File: src/rtl/uart_tx.sv
// uart_tx: MSB-first 8N1-style serialiser with a one-word holding register,
// bit-timed by an oversampling tick strobe; back-to-back frames have no idle gap.
module uart_tx #(
    parameter int N          = 8,
    parameter int OVERSAMPLE = 16
) (
    input  logic         clk_i,
    input  logic         rst_i,
    input  logic         tick_i,
    input  logic [N-1:0] data_i,
    input  logic         tx_valid_i,
    output logic         tx_ready_o,
    output logic         tx_o,
    output logic         tx_busy_o,
    output logic         tx_done_o
);
    localparam int TW = $clog2(OVERSAMPLE);
    localparam int BW = $clog2(N) + 1;

    typedef enum logic [1:0] {IDLE, START, DATA, STOP} state_t;

    state_t        state;
    logic [N-1:0]  hold;
    logic [N-1:0]  shift;
    logic          hold_valid;
    logic [TW-1:0] tick_cnt;
    logic [BW-1:0] bit_idx;
    logic          bit_end;

    assign tx_ready_o = ~hold_valid;
    assign tx_busy_o  = state != IDLE;
    assign bit_end    = tick_cnt == TW'(OVERSAMPLE - 1);

    always_ff @(posedge clk_i) begin
        if (rst_i) begin
            state      <= IDLE;
            hold       <= '0;
            hold_valid <= 1'b0;
            shift      <= '0;
            tick_cnt   <= '0;
            bit_idx    <= '0;
            tx_o       <= 1'b1;
            tx_done_o  <= 1'b0;
        end else begin
            tx_done_o <= 1'b0;
            // accept and drain are mutually exclusive: one needs hold empty, the other full
            if (tx_valid_i && !hold_valid) begin
                hold       <= data_i;
                hold_valid <= 1'b1;
            end
            if (tick_i) begin
                if (state == IDLE) begin
                    if (hold_valid) begin
                        shift      <= hold;
                        hold_valid <= 1'b0;
                        tx_o       <= 1'b0;
                        tick_cnt   <= '0;
                        state      <= START;
                    end
                end else if (!bit_end) begin
                    tick_cnt <= tick_cnt + 1'b1;
                end else begin
                    tick_cnt <= '0;
                    case (state)
                        START: begin
                            tx_o    <= shift[N-1];
                            bit_idx <= '0;
                            state   <= DATA;
                        end
                        DATA: begin
                            if (bit_idx == BW'(N - 1)) begin
                                tx_o  <= 1'b1;
                                state <= STOP;
                            end else begin
                                shift   <= shift << 1;
                                tx_o    <= shift[N-2];
                                bit_idx <= bit_idx + 1'b1;
                            end
                        end
                        default: begin
                            tx_done_o <= 1'b1;
                            if (hold_valid) begin
                                shift      <= hold;
                                hold_valid <= 1'b0;
                                tx_o       <= 1'b0;
                                state      <= START;
                            end else begin
                                tx_o  <= 1'b1;
                                state <= IDLE;
                            end
                        end
                    endcase
                end
            end
        end
    end
endmodule

File: config.mk
export PLATFORM = sky130hd
export DESIGN_NAME = uart_tx
export DESIGN_NICKNAME = d
export VERILOG_FILES = /design/src/rtl/uart_tx.sv
export SDC_FILE = /design/constraint.sdc
export NUM_CORES = 1
export LEC_CHECK = 0
export BUFFER_PORTS_ARGS = -buffer_cell sky130_fd_sc_hd__buf_2
export CELL_PAD_IN_SITES_DETAIL_PLACEMENT = 1
export CELL_PAD_IN_SITES_GLOBAL_PLACEMENT = 1
export CORE_ASPECT_RATIO = 0.5
export CORE_MARGIN = 5
export CORE_UTILIZATION = 39
export DETAILED_ROUTE_END_ITERATION = 8
export GPL_ROUTABILITY_DRIVEN = 0
export PLACE_DENSITY = 0.77
export SLEW_MARGIN = 0
export SYNTH_ARGS = -nofsm -noshare
export SYNTH_HDL_FRONTEND = slang
export SYNTH_SLANG_ARGS = --single-unit
File: constraint.sdc
create_clock -name clk_i -period 1.5 [get_ports clk_i]
set_input_delay 0.3 -clock clk_i [delete_from_list [all_inputs] [get_ports clk_i]]
set_output_delay 0.3 -clock clk_i [all_outputs]
set_load 0.005 [all_outputs]
==> Yosys cells after proc, flatten, opt, wreduce, memory -nomap -nowiden <==
Cells that the tools add are included.
{ "totals": {"latch_bits": 0, "ramBits": 0, "mem_count": 0, "rom_bits": 0, "wordCells": 65, "regBits": 29} }
{ "classes": {"eq_ne": 9, "multipliers": 0, "n_lt_le_gt_ge": 0, "shifts": 0, "n_bitwise": 4, "div": 0, "reduce_logical": 13, "n_addsub": 2, "mux": 29} }
{ "op_table": {"columns": ["cell", "n"], "rows": [
  ["$mux 8", 4],
  ["$mux 4", 4],
  ["$pmux 8 s2", 1],
  ["$mux 1", 13],
  ["$add 4x1->4 const B", 2],
  ["$mux 2", 4],
  ["$pmux 4 s2", 1],
  ["$reduce_and 4->1", 2],
  ["$ne 2x2->1 const B", 3],
  ["$ne 3x3->1 const B", 2],
  ["$reduce_bool 2->1", 3],
  ["$reduce_and 5->1", 1],
  ["$eq 4x3->1 const B", 1],
  ["$eq 4x4->1 const B", 1],
  ["$not 1->1", 4],
  ["$pmux 2 s2", 1],
  ["$reduce_or 4->1", 1],
  ["$reduce_and 3->1", 1],
  ["$eq 2x1->1 const B", 1],
  ["$eq 2x2->1 const B", 1],
  ["$logic_not 2->1", 1],
  ["$pmux 1 s2", 1],
  ["$reduce_and 2->1", 1],
  ["$reduce_or 2->1", 1],
  ["other kinds (2)", 2]
]} }

==> Longest topological paths before layout <==
Gate-level depths: netlist of run 1.
{ "logic_depth": {"word_depth": 8, "mapped_depth": 7, "depth_no_buf": 6} }

==> Worst setup path before layout of run 1 <==
OpenSTA, ideal clock, no wires.
{ "synth_path": {"path_kind": "flip-flop to flip-flop", "start": "register state[0]", "end": "register shift[7]", "arrival_time_ns": 1.425, "setup_slack_ns": -0.057, "n_path_buf": 1, "setup_time_ns": 0.132, "t_required_ns": 1.368, "path_stages_with_launch": 8, "path_cell_list": "dfxtp_1 -> inv_1 -> ha_1 -> nand2b_4 -> or2_1 -> buf_6 -> a21oi_4 -> o32ai_1"} }
{ "synth_via": {"elab_chain_cells": 4, "word_cells_on_any_way": 10} }
{ "synth_rtl": {"columns": ["item", "line", "text"], "rows": [
  ["from (decl)", "22", "state_t state;"],
  ["from (signal assigned)", "36", "state <= IDLE;"],
  ["from (signal assigned)", "58", "state <= START;"],
  ["from (signal assigned)", "68", "state <= DATA;"],
  ["$eq 2x2->1 or $eq 2x1->1 (tied branches)", "64", "case (state)"],
  ["$pmux 8 s2", "64", null],
  ["$mux 8", "60", "end else if (!bit_end) begin"],
  ["$mux 8", "52", "if (state == IDLE) begin"],
  ["to (signal assigned)", "54", "shift <= hold;"],
  ["to (signal assigned)", "75", "shift <= shift << 1;"],
  ["to (signal assigned)", "83", "shift <= hold;"],
  ["to (decl)", "24", "logic [N-1:0] shift;"]
]} }
Several ways; a longest one is shown, not always the timed one. The select of a mux whose other input is x is not followed.
A chain may end at the register's enable or synchronous reset.

==> Final worst setup path of run 1 <==
{ "layout_path": {"start": "register state[1]", "end": "register shift[7]"} }
Same word-level chain as after synthesis.

==> results of run 1 <==
-- logic make-up (layout without fill, tap and decap cells) --
group           after synthesis  after routing  share of synthesized area
compound gates               35             35                      0.210
fa+ha+maj                     5              5                     0.0456
flops                        29             29                      0.423
buf+inv                      11             58                     0.0438
simple gates                 50             50                      0.191
xor+xnor                      1              1                    0.00639
mux                          11             11                     0.0803
-- cells in the final DEF (no fill, tap or decap), types with 2 or more instances in the layout --
master / Yosys / routed
sky130_fd_sc_hd__buf_6: 1 / 5
sky130_fd_sc_hd__a2bb2oi_1: 6 / 3
sky130_fd_sc_hd__nand2_1: 10 / 7
sky130_fd_sc_hd__clkbuf_8: 1 / 5
sky130_fd_sc_hd__and2b_2: 1 / 2
sky130_fd_sc_hd__a22oi_1: 4 / 2
sky130_fd_sc_hd__nor3_1: 2 / 2
sky130_fd_sc_hd__nand2_4: 1 / 3
sky130_fd_sc_hd__nor2_1: 20 / 18
sky130_fd_sc_hd__inv_1: 6 / 3
sky130_fd_sc_hd__dfxtp_1: 29 / 25
sky130_fd_sc_hd__a32oi_1: 2 / 2
sky130_fd_sc_hd__a211o_1: 2 / 2
sky130_fd_sc_hd__nand3_1: 5 / 4
sky130_fd_sc_hd__a21oi_4: 1 / 2
sky130_fd_sc_hd__inv_4: 0 / 3
sky130_fd_sc_hd__ha_4: 0 / 4
sky130_fd_sc_hd__a22oi_2: 0 / 2
sky130_fd_sc_hd__and3_4: 1 / 2
sky130_fd_sc_hd__dfxtp_2: 0 / 3
sky130_fd_sc_hd__o21ai_2: 1 / 2
sky130_fd_sc_hd__mux2i_1: 11 / 11
sky130_fd_sc_hd__a2bb2oi_2: 0 / 3
sky130_fd_sc_hd__a21oi_1: 4 / 3
sky130_fd_sc_hd__nor2_4: 0 / 2
sky130_fd_sc_hd__buf_2: 1 / 14
sky130_fd_sc_hd__o221ai_2: 0 / 4
sky130_fd_sc_hd__buf_4: 0 / 26
-- power by group --
group          total [mW]  switching, mW  internal [mW]
Clock               0.800          0.318          0.482
Combinational       0.342          0.173          0.169
Sequential          0.857         0.0437          0.814
-- layout make-up --
class | instances | share of cell area
Inverter | 6 | 0.0145
Clock buffer | 5 | 0.0332
Tap cell | 51 | 0.0308
Clock inverter | 2 | 0.0169
Multi-Input combinational cell | 102 | 0.466
Sequential cell | 29 | 0.284
Timing Repair Buffer | 45 | 0.155
-- worst min-delay path, stage by stage --
cell	delay, ns
sky130_fd_sc_hd__buf_2	0.08
sky130_fd_sc_hd__mux2i_1	0.05
sky130_fd_sc_hd__nor2_1	0.07
-- final timing paths --
| path | start | end | slack, ns |
|---|---|---|---|
| max | state[1] | shift[7] | -0.07 |
| min | data_i[4] | hold[4] | 0.25 |
| max reg2reg | state[1] | shift[7] | -0.07 |
| min reg2reg | shift[2] | shift[2] | 0.51 |
-- what timing repair did --
item / 4_1_cts / 5_1_grt
setup buffers: 1 / 2
pin swaps: 6 / 11
endpoints found under the setup margin: 15 / 15
resized for setup: 24 / 33
gates cloned: 0 / 0
-- through the flow --
stage	util	setup TNS (ns)	cell area [µm²]
after global placement	0.493	-0.323	1680
after CTS	0.556	-0.183	1900
after global routing	0.607	-1.13	2070
after floorplan	-	-0.000649	1380
after detailed placement	0.493	-1.22	1680
final	0.607	-0.530	2070
-- routing by layer --
| layer | track usage | up-vias | part of all wire | wire length (µm) |
|---|---|---|---|---|
| met5 | 0 | - | 0 | 0 |
| met4 | 0.0791 | 0 | 0.034 | 175 |
| met3 | 0.0448 | 15 | 0.032 | 161 |
| met2 | 0.348 | 42 | 0.49 | 2520 |
| met1 | 0.194 | 661 | 0.44 | 2260 |
| li1 | - | 621 | - | - |
-- sequential cells by signal, indices dropped and copies added, names as in the netlist --
| signal | flops |
|---|---|
| bit_idx | 4 |
| tx_done_o | 1 |
| shift | 8 |
| tick_cnt | 4 |
| hold_valid | 1 |
| hold | 8 |
| state | 2 |
| tx_o | 1 |
==> qor.json, run 1 <==
{
  "cells_and_area": {
    "filler_cell_count": 373,
    "layout.nets": 206,
    "instances_no_fill": 240,
    "layout.area.seq_um2": 588,
    "fraction_of_final_layout_cells_sized_beyond_drive_strength_1": 0.524,
    "multi_input_comb_area_um2": 965,
    "antenna_cells": 0,
    "area_growth_pct": 51.1
  },
  "synth": {
    "synth_area_leader_cell": "sky130_fd_sc_hd__dfxtp_1",
    "netlist_instances": 142,
    "yosys.cell_count.top_type": "sky130_fd_sc_hd__dfxtp_1",
    "synthesis.area_mm2": 0.00137,
    "ys_top_cells_by_count": "29 x sky130_fd_sc_hd__dfxtp_1, 20 x sky130_fd_sc_hd__nor2_1, 11 x sky130_fd_sc_hd__mux2i_1",
    "postSynthRegisterBits": 29,
    "ys_dominant_reg_cell": "sky130_fd_sc_hd__dfxtp_1",
    "postSynthNetCount": 159,
    "synthDistinctLibCells": 40,
    "yosysTopAreaCellShare": 0.423,
    "yosys_warnings": 0,
    "synth-async-reset-ratio": 0,
    "proportion_of_synthesized_chip_area_in_sequential_cells": 0.423,
    "number_of_synthesized_flops_with_an_enable_pin": 0,
    "most_area_consuming_cells_after_synthesis": "sky130_fd_sc_hd__dfxtp_1 42%, sky130_fd_sc_hd__mux2i_1 8.0%, sky130_fd_sc_hd__nor2_1 5.5%",
    "synthesis.area_per_instance_um2": 9.66
  },
  "setup_path": {
    "crit_arrival_ns": 1.74,
    "worst_path_max_delay_cell": "sky130_fd_sc_hd__dfxtp_4",
    "cp_max_fo": 8,
    "critical_path.startpoint_type": "flip-flop",
    "data_required_time_of_the_critical_path_ns": 1.66,
    "worstRegToRegCells": 6,
    "setup.worst_path.class": "reg2reg",
    "worst-path-stages": 6,
    "critical_path_endpoint_category": "flip-flop",
    "path_cells": "inv_4 -> ha_4 -> nand2b_4 -> or2_4 -> a21oi_4 -> o32ai_2",
    "cp_top_family": "simple AND/OR/NAND/NOR gates",
    "worstPathBufferInverterCount": 1,
    "timing.critical_path.slowest_cell_delay_ns": 0.37
  },
  "place": {
    "port_buffers": 15,
    "detailedPlacementHpwl_um": 2630,
    "place_worst_setup_slack_ns": -0.174,
    "numPlacedInstances": 230
  },
  "cts": {
    "cts_max_level": 2,
    "ctsRootBufferMaster": "sky130_fd_sc_hd__clkbuf_8",
    "clock_path_buffers": 2,
    "clock_latency_ns": 0.29,
    "cts_tree": "yes",
    "holdBufCountCts": 0,
    "clk_pin_slew_worst_setup_hold_paths_ns": 0.06,
    "tritoncts.num_buffers": 5,
    "clock_sink_count": 29
  },
  "die": {
    "die_y_um": 51.9,
    "design.die.area_mm2": 0.00487,
    "start_util": 0.401,
    "fp-row-count": 15,
    "floorplan.die.width_um": 93.9,
    "core-area_mm2": 0.00342,
    "pin_count": 16
  },
  "drt": {
    "detail_route.vias_per_cell": 5.58,
    "drt-wirelength-per-cell_um": 21.3,
    "drc_errors": 0,
    "drt_pass1_iterations": 4,
    "wl_um": 5110,
    "via_count": 1339,
    "antenna_violating_nets_post_route": 0,
    "drtIter0Drc": 43
  },
  "global_route": {
    "first_pass_grt_wire_length_um": 6680,
    "globalRouteTotalUtil": 0.183,
    "grt_total_ovfl": 0,
    "grt_pass1_vias": 1369,
    "grt_antenna_before_repair": 0,
    "grt_max_degree": 16
  },
  "power": {
    "power_mw": 2.00,
    "power_density_mw_per_mm2": 965,
    "vdd_ir_drop_max_v": 0.000647,
    "power_leakage_nw": 0.812
  },
  "timing": {
    "setup_violations": 12,
    "finalHoldWorstSlack_ns": 0.250,
    "relSlewSlack": 0.620,
    "period_share": 1.05,
    "final-hold-violation-count": 0,
    "max_freq_mhz": 636,
    "skew_ns": 0.00688,
    "worst-slew-pin-transition_ns": 0.569,
    "layout_setup_ws_ns": -0.0734,
    "rsz0062_at_grt": "yes",
    "fin_crit_ns": 1.57,
    "final-max-slew-violation-count": 0
  },
  "worst_hold_path": {
    "min-delay-path-class": "in2reg",
    "whs_path_depth": 3
  },
  "run": {
    "maxCapViolations": 0
  },
  "status": {
    "run_status": "finished with violations",
    "violated_checks": "negative setup slack"
  }
}
(Power assumes the default switching activity.)
==> run 2, diff against run 1 <==
- SKIP_CTS_REPAIR_TIMING: not set -> 1
==> run 2 against run 1 <==
Net effect:
- the flow still finishes with violations (negative setup slack)
- combinational power is 9.4% lower
- sequential power shrank 0.5%
- critical path depth grew 1
- non-clock buffer count decreased by 2
- fmax decreased by 3.1%
- die area did not move
- first-iteration DRC count shrank 14%
- highest routed layer unchanged
==> qor.json, run 2 (synthesis gave the netlist of run 1 again) <==
{
  "cts": {
    "clock_sink_count": 29,
    "tritoncts.num_buffers": 5,
    "clk_pin_slew_worst_setup_hold_paths_ns": 0.06,
    "clock_latency_ns": 0.29,
    "cts_tree": "yes",
    "cts_max_level": 2,
    "ctsRootBufferMaster": "sky130_fd_sc_hd__clkbuf_8",
    "clock_path_buffers": 2
  },
  "drt": {
    "via_count": 1315,
    "drt-wirelength-per-cell_um": 18.7,
    "drc_errors": 0,
    "drt-met1-wl_um": 1960,
    "antenna_violating_nets_post_route": 0,
    "drt_pass1_iterations": 4,
    "drtIter0Drc": 37,
    "wl_met2_um": 2280,
    "detail_route.vias_per_cell": 5.53,
    "maxUsedRoutingLayer": "met4",
    "wl_um": 4450,
    "metal3_wl_um": 124
  },
  "timing": {
    "worst-slew-pin-transition_ns": 0.515,
    "rsz0062_at_grt": "yes",
    "sum_of_negative_setup_slack_ns": -0.452,
    "skew_ns": 0.00619,
    "setup_violations": 9,
    "layout_setup_ws_ns": -0.124,
    "period_share": 1.08,
    "fin_crit_ns": 1.62,
    "relSlewSlack": 0.657,
    "final-max-slew-violation-count": 0,
    "final-hold-violation-count": 0,
    "max_freq_mhz": 616
  },
  "global_route": {
    "first_pass_grt_wire_length_um": 6070,
    "globalRouteTotalUtil": 0.166,
    "grt_max_degree": 16,
    "grt_pass1_vias": 1280,
    "grt_antenna_before_repair": 0,
    "grt_total_ovfl": 0
  },
  "power": {
    "p_comb_frac": 0.160,
    "p_sw_uw": 493,
    "vdd_ir_drop_max_v": 0.000594,
    "power_density_mw_per_mm2": 975,
    "power_leakage_nw": 0.776,
    "power_report.internal_total_mw": 1.45,
    "power_switching_share": 0.254,
    "power.sequential.fraction": 0.439,
    "power.clock.fraction": 0.402
  },
  "cells_and_area": {
    "finish.utilization": 0.584,
    "layout.nets": 204,
    "antenna_cells": 0,
    "layout.cells.most_common_list": "25 x sky130_fd_sc_hd__dfxtp_1, 24 x sky130_fd_sc_hd__buf_4, 19 x sky130_fd_sc_hd__nor2_1",
    "layout.cells.most_common": "sky130_fd_sc_hd__dfxtp_1",
    "area_growth_pct": 45.3,
    "fraction_of_final_layout_cells_sized_beyond_drive_strength_1": 0.481,
    "instances_no_fill": 238,
    "filler_cell_count": 374,
    "reg_top3": "hold x8, shift x8"
  },
  "die": {
    "fp-row-count": 15,
    "floorplan.die.width_um": 93.9,
    "design.die.area_mm2": 0.00487,
    "core-area_mm2": 0.00342,
    "pin_count": 16,
    "die_y_um": 51.9,
    "start_util": 0.401
  },
  "setup_path": {
    "crit_arrival_ns": 1.78,
    "critical_path.startpoint_type": "flip-flop",
    "data_required_time_of_the_critical_path_ns": 1.66,
    "cp_max_fo": 5,
    "critical_path_endpoint_category": "flip-flop",
    "setup.worst_path.class": "reg2reg"
  },
  "place": {
    "numPlacedInstances": 230,
    "port_buffers": 15,
    "place_worst_setup_slack_ns": -0.174,
    "detailedPlacementHpwl_um": 2630
  },
  "status": {
    "violated_checks": "negative setup slack",
    "run_status": "finished with violations"
  },
  "run": {
    "maxCapViolations": 0
  },
  "worst_hold_path": {
    "min-delay-path-class": "in2reg"
  }
}
==> run 2: power by group through the flow <==
stage               sequential [mW]  clock, mW  combinational, mW
floorplan                     0.852          0              0.147
global placement              0.857          0              0.238
detailed placement            0.859          0              0.249
CTS                           0.842      0.786              0.252
global route                  0.857      0.829              0.334
finish                        0.853      0.780              0.310
==> run 2: final timing paths <==
path / slack (ns) / cells after the start / start / endpoint
worst max register to register: -0.12 / 7 / state[0] / shift[6]
worst max-delay path: -0.12 / 7 / state[0] / shift[6]
worst min register to register: 0.49 / 2 / shift[0] / shift[0]
worst min-delay path: 0.26 / 3 / data_i[6] / hold[6]
==> run 2: metrics by stage <==
stage / hold WS (ns) / instance area, µm² / total power, mW
floorplan: 0.428 / 1380 / 1.00
global placement: 0.441 / 1680 / 1.10
detailed placement: 0.464 / 1680 / 1.11
CTS: 0.254 / 1790 / 1.88
global route: 0.274 / 1990 / 2.02
finish: 0.261 / 1990 / 1.94
==> run 2: per-layer routing <==
metal  global-route usage  up-vias
met5                    0        -
met2                0.295       26
met1                0.188      665
li1                     -      614
met4               0.0743        0
met3               0.0448       10
==> run 2: final cells by class <==
| type | instances | area, µm² | area share |
|---|---|---|---|
| timing repair buffer | 43 | 307 | 0.154 |
| clock buffer | 5 | 68.8 | 0.0345 |
| multi-input combinational | 102 | 903 | 0.453 |
| clock inverter | 2 | 35.0 | 0.0176 |
| tap | 51 | 63.8 | 0.0320 |
| sequential | 29 | 588 | 0.295 |
| inverter | 6 | 27.5 | 0.0138 |
==> run 2: critical path: stages (launching register included) <==
cell and delay (ns):
sky130_fd_sc_hd__dfxtp_2 0.34, sky130_fd_sc_hd__inv_2 0.07, sky130_fd_sc_hd__ha_4 0.18, sky130_fd_sc_hd__nand2b_4 0.16, sky130_fd_sc_hd__or2_4 0.26, sky130_fd_sc_hd__buf_4 0.16, sky130_fd_sc_hd__o221ai_1 0.22, sky130_fd_sc_hd__a2bb2oi_1 0.11
